==> src/rtl/mem_bus_pkg.sv <==
// mem_bus_pkg: shared state encoding, request fields and defaults for the memory-bus sequencer
package mem_bus_pkg;
    typedef enum logic [1:0] {
        IDLE  = 2'd0,
        BEAT0 = 2'd1,
        GAP   = 2'd2,
        BEAT1 = 2'd3
    } state_t;
    localparam int TO_CYCLES_DEF = 255;
    localparam int TO_W_DEF = 8;
    typedef struct packed {
        logic write;
        logic dword;
        logic ifetch;
    } req_t;
endpackage

==> src/rtl/mem_timeout_ctr.sv <==
// mem_timeout_ctr: per-beat wait counter, expire flags the last allowed wait cycle
module mem_timeout_ctr #(
    parameter int TO_CYCLES = 255,
    parameter int TO_W = 8
) (
    input  logic clk,
    input  logic reset_n,
    input  logic clr,
    input  logic en,
    output logic expire
);
    logic [TO_W-1:0] cnt;
    always_ff @(posedge clk or negedge reset_n) begin
        if (!reset_n) cnt <= '0;
        else if (clr) cnt <= '0;
        else if (en) cnt <= cnt + 1'b1;
    end
    assign expire = cnt == TO_W'(TO_CYCLES - 1);
endmodule

==> src/rtl/mem_bus_seq.sv <==
// mem_bus_seq: splits requests into 32-bit memory beats with ready handshake, timeout and BIU strobes
module mem_bus_seq
    import mem_bus_pkg::*;
#(
    parameter int TO_CYCLES = TO_CYCLES_DEF,
    parameter int TO_W = TO_W_DEF
) (
    input  logic clk,
    input  logic reset_n,
    input  logic req_valid,
    output logic req_ready,
    input  logic req_write,
    input  logic req_dword,
    input  logic req_ifetch,
    output logic busy,
    output logic mem_cs,
    output logic mem_rd,
    output logic mem_wr,
    input  logic mem_ready,
    output logic rd0_en,
    output logic rd1_en,
    output logic ir_en,
    output logic wr0_oe,
    output logic wr1_oe,
    output logic inc_en,
    output logic done,
    output logic bus_err
);
    state_t state, state_nx;
    req_t req_q;
    logic beat, b0_hit, b1_hit, expire, done_nx, err_nx;
    assign beat = state == BEAT0 || state == BEAT1;
    assign b0_hit = state == BEAT0 && mem_ready;
    assign b1_hit = state == BEAT1 && mem_ready;
    // counter is zeroed in IDLE and GAP, the only states that lead into a beat
    mem_timeout_ctr #(.TO_CYCLES(TO_CYCLES), .TO_W(TO_W)) u_to (
        .clk(clk),
        .reset_n(reset_n),
        .clr(state == IDLE || state == GAP),
        .en(beat && !mem_ready),
        .expire(expire)
    );
    always_ff @(posedge clk or negedge reset_n) begin
        if (!reset_n) begin
            state <= IDLE;
            req_q <= '0;
            done <= 1'b0;
            bus_err <= 1'b0;
        end else begin
            state <= state_nx;
            done <= done_nx;
            bus_err <= err_nx;
            if (state == IDLE && req_valid)
                req_q <= '{write: req_write & ~req_ifetch, dword: req_dword & ~req_ifetch, ifetch: req_ifetch};
        end
    end
    always_comb begin
        state_nx = state;
        done_nx = 1'b0;
        err_nx = 1'b0;
        case (state)
            IDLE: state_nx = req_valid ? BEAT0 : IDLE;
            BEAT0: begin
                state_nx = mem_ready ? (req_q.dword ? GAP : IDLE) : (expire ? IDLE : BEAT0);
                done_nx = mem_ready && !req_q.dword;
                err_nx = !mem_ready && expire;
            end
            GAP: state_nx = BEAT1;
            BEAT1: begin
                state_nx = (mem_ready || expire) ? IDLE : BEAT1;
                done_nx = mem_ready;
                err_nx = !mem_ready && expire;
            end
            default: state_nx = IDLE;
        endcase
    end
    assign req_ready = state == IDLE;
    assign busy = state != IDLE;
    assign mem_cs = beat;
    assign mem_rd = beat && !req_q.write;
    assign mem_wr = beat && req_q.write;
    assign wr0_oe = state == BEAT0 && req_q.write;
    assign wr1_oe = state == BEAT1 && req_q.write;
    // enables coincide with mem_ready so the BIU captures on the completing edge
    assign rd0_en = b0_hit && !req_q.write && !req_q.ifetch;
    assign ir_en = b0_hit && req_q.ifetch;
    assign inc_en = b0_hit && req_q.dword;
    assign rd1_en = b1_hit && !req_q.write;
endmodule
==> config.mk <==
export PLATFORM = sky130hd
export DESIGN_NAME = mem_bus_seq
export DESIGN_NICKNAME = d
export VERILOG_FILES = /design/src/rtl/mem_bus_pkg.sv /design/src/rtl/mem_timeout_ctr.sv /design/src/rtl/mem_bus_seq.sv
export SDC_FILE = /design/constraint.sdc
export NUM_CORES = 1
export LEC_CHECK = 0
export ABC_AREA = 1
export CAP_MARGIN = 0
export CORE_MARGIN = 2
export CORE_UTILIZATION = 46
export DETAILED_ROUTE_END_ITERATION = 12
export GPL_TIMING_DRIVEN = 0
export MAX_ROUTING_LAYER = met4
export PLACE_DENSITY = 0.84
export SYNTH_ARGS = -nofsm -noshare
export SYNTH_HDL_FRONTEND = slang
export SYNTH_SLANG_ARGS = --single-unit
==> constraint.sdc <==
create_clock -name clk -period 1.4 [get_ports clk]
set_input_delay 0.28 -clock clk [delete_from_list [all_inputs] [get_ports clk]]
set_output_delay 0.28 -clock clk [all_outputs]
set_load 0.02 [all_outputs]
==> run summary <==
At the placement stage, the worst setup path has a slack of -0.9194 ns. In this run the horizontal extent of the chip is 44.97 um. The worst register-to-register path has a setup slack of 0.15 ns. The layout filler cell count was 122; the post-synthesis net count was 106. The logs give -0.1665 ns for the worst-case setup margin in the final layout and 0 for the number of pins exceeding their max-slew limit in the final report.

STA puts the critical path data required time at 1.12 ns. The detail route stage leaves a number of antenna-violating nets equal to 0. Element type at the critical path start: a flop. In this run the power density over the cells is 1752 nW/um^2. Path type of the worst setup path: flop to output port.

The floorplan step set the die height to 44.97 um. The total half-perimeter wirelength after legalization and detailed placement is 1132 um, and the area of the core is 1541 sq um. The tools report the switching power total as 0.8176 mW.

The root buffer cell chosen for the clock tree is sky130_fd_sc_hd__clkbuf_4. sky130_fd_sc_hd__dfrtp_1 takes more of the synthesized area than any other cell. Subtracting the final worst setup slack from the clock period gives 1.567 ns.

For the pin with the worst max-slew slack, the measured transition is 0.6437 ns. For the share of total power in sequential cells, the log shows 0.345. At the end of routability-driven placement, the weighted congestion stood at 0.7634.

The run gives 2725 um as the first-pass GRT wire length. The number of buffers added to fix hold violations after cts was 0; the maximum VDD drop was 1270 uV. The number of buffers on the longest clock path is 2. The deepest level of the CTS H-tree was 1; the quantity of I/O buffers inserted on ports was 19. After synthesis the cells add up to 772.0 sq um. The max-cap check violation count was 0. The wire length per cell was 11.41 um. The final reports fail on negative setup slack.

The overall global routing resource usage was 0.1971. Using the TritonRoute via totals, the vias-per-cell ratio works out to 4.897. The run gives 14 as the number of cell rows. For this design the static power due to leakage is 0.5782 nW. The design internal power was 1.102 mW. Counting distinct cell types in the post-synthesis netlist gives 19.

The flow ran to the end, but the final reports show violations. Before antenna repair, the detailed router went through 4 iterations. The synthesis-to-layout area growth was 41.98%; the worst slew margin relative to its limit was 0.5695.

The proportion of layout cells with a drive suffix above 1 was 0.3643. Clock skew on the completed layout was measured at 0.004673 ns. Number of global-route vias before repair: 698.

The tools report the total count of hold-check failures in the final report as 0. The final clock period utilization by the worst path works out to 1.119. Averaged over all synthesized cells, the footprint is 7.959 sq um. For this run, the top clock speed supported by timing is 0.6384 GHz.

The logs give 9 for the number of design-rule violations left by the first detailed-router iteration and 0.3200 for the met2 demand-to-capacity share in global routing. The share of synthesized area occupied by flip-flops and latches came out at 0.4862. The layer flagged by global routing as most heavily used is met2.

For the part of the total power dissipated in combinational logic, the log shows 0.526. In the synthesized netlist, the number of instances is 97. The worst min-delay path category is input pin to async pin. Cell count after placement: 132. Data arrives at the worst endpoint at 1.29 ns. The met3 track demand over resource was 0.03600; the number of sinks on the clock net was 15.

The largest net degree at the start of global routing came out at 16. The die covers 2022 sq um. After clock tree synthesis, the clock-pin slew on the worst setup and hold paths is 0.09 ns. The clock network fraction of design power came out at 0.129. The run gives 10 as the final setup violation count. The initial core utilization was 0.5008; the area fraction of the dominant cell type after synthesis was 0.4862. The net count of the finished layout is 139. The detailed router placed 710 vias in this run. By area the synthesized netlist is led by sky130_fd_sc_hd__dfrtp_1 (49%), sky130_fd_sc_hd__nand2_1 (11%), sky130_fd_sc_hd__inv_1 (7.3%), sky130_fd_sc_hd__nor2_1 (5.3%), sky130_fd_sc_hd__a21oi_1 (4.5%). The logs give 0.3870 ns for the post-route worst hold slack and 1654 um for the wire length after detailed routing.

Setup repair after global routing could not meet its margin everywhere. The switching part of the total works out to 0.4259. The run gives 0 as the number of antenna violations at the first check in global routing.

STA classifies the critical path endpoint as an output port. The flop and latch count out of synthesis is 15, and the TritonCTS buffer count is 3. The count of cells in the finished layout, fillers not included, comes to 145. Of all nets on the critical path, the largest fanout is 3. The run gives 0 as the total number of yosys warnings. Summed negative setup slack over all endpoints: -1.027 ns. Clock network latency to the later pin of the worst-skew pair: 0.28 ns.

The number of antenna diodes in the final layout is 0. For the top-level port count, the log shows 20. The global-route met1 utilization was 0.2143.

TritonCTS built the clock tree. The run gives 0 as the remaining routing DRC violations. The total overflow left after global routing is 0.
kinds of logic after synthesis:
logic type | share of synthesized area
AND/OR/NAND/NOR | 0.3160
adder cells (fa/ha/maj) | 0.03241
AO/OA/AOI/OAI | 0.06807
buffers and inverters | 0.09723
flip-flops | 0.4862
per-stage QoR:
step | utilization | instance area, sq um | total power [mW]
floorplan | - | 772.0 | 1.118
global placement | 0.6372 | 982.2 | 1.449
detailed placement | 0.6372 | 982.2 | 1.464
CTS | 0.6916 | 1066 | 1.853
global route | 0.7110 | 1096 | 2.040
finish | 0.7110 | 1096 | 1.920
worst paths after layout:
| kind | start | cells past startpoint | endpoint |
|---|---|---|---|
| hold reg to reg | u_to.cnt[6] | 2 | u_to.cnt[6] |
| setup reg to reg | state[0] | 8 | state[0] |
| setup / recovery | state[0] | 6 | inc_en |
| min in group clk | mem_ready | 2 | bus_err |
| hold / removal | reset_n | 1 | done |
| max in group asynchronous | reset_n | 1 | req_q[2] |
layout make-up:
class,instances,area [sq um],area share
timing repair buffer,28,230.2,0.2100
inverter,16,65.06,0.05936
multi-input combinational,64,361.6,0.3299
clock buffer,4,26.28,0.02397
buffer,2,15.01,0.01370
sequential,15,377.9,0.3447
tap,16,20.02,0.01826
per-layer routing:
metal  routed length (um)  vias up
met1                  695      313
met3                   86        7
met2                  815       28
li1                     -      362
met5                    0        -
met4                   56        0
Yosys cell counts, drive strengths merged:
library cell	number
inv	16
nor2	15
o21ai	2
nand2	27
buf	1
a21oi	7
o31ai	1
nand4	1
clkbuf	1
dfrtp	15
nand3	6
ha	2
nor3	3
worst max-delay path, cell delays in order, from the launching register on:
cell and delay, ns:
sky130_fd_sc_hd__dfrtp_1 0.40, sky130_fd_sc_hd__nand2_2 0.09, sky130_fd_sc_hd__nor2_4 0.13, sky130_fd_sc_hd__buf_4 0.12, sky130_fd_sc_hd__nand2_1 0.07, sky130_fd_sc_hd__inv_1 0.08
sky130_fd_sc_hd__buf_6 0.11
state kept, by name, summed over array words and instances (netlist names):
signal and count:
state 2, u_to.cnt 8, done 1, req_q 3, bus_err 1
power groups by stage:
| stage | Clock [mW] | Combinational [mW] | Sequential, mW |
|---|---|---|---|
| 2_1_floorplan | 0 | 0.484 | 0.634 |
| 3_3_place_gp | 0 | 0.809 | 0.640 |
| 3_5_place_dp | 0 | 0.823 | 0.642 |
| 4_1_cts | 0.258 | 0.939 | 0.657 |
| 5_1_grt | 0.273 | 1.09 | 0.677 |
| 6_report | 0.248 | 1.01 | 0.662 |
cell usage in the layout, fill, tap and decap left out, types with 3 or more instances in the layout:
cell / count
sky130_fd_sc_hd__buf_2: 3
sky130_fd_sc_hd__inv_2: 3
sky130_fd_sc_hd__buf_4: 14
sky130_fd_sc_hd__inv_1: 12
sky130_fd_sc_hd__nand3_1: 5
sky130_fd_sc_hd__a21oi_1: 7
sky130_fd_sc_hd__nor2_2: 4
sky130_fd_sc_hd__dfrtp_1: 13
sky130_fd_sc_hd__nor2_4: 4
sky130_fd_sc_hd__dlygate4sd2_1: 3
sky130_fd_sc_hd__buf_6: 4
sky130_fd_sc_hd__nand2_2: 5
sky130_fd_sc_hd__clkdlybuf4s50_1: 5
sky130_fd_sc_hd__clkbuf_4: 3
sky130_fd_sc_hd__nor2_1: 7
sky130_fd_sc_hd__nand2_1: 21
repair_timing:
item	CTS	global route
pin swaps	3	2
endpoints found under the setup margin	13	11
buffers inserted	7	2
resized for setup	69	8
Note: power is estimated with default switching activity, not from simulation.
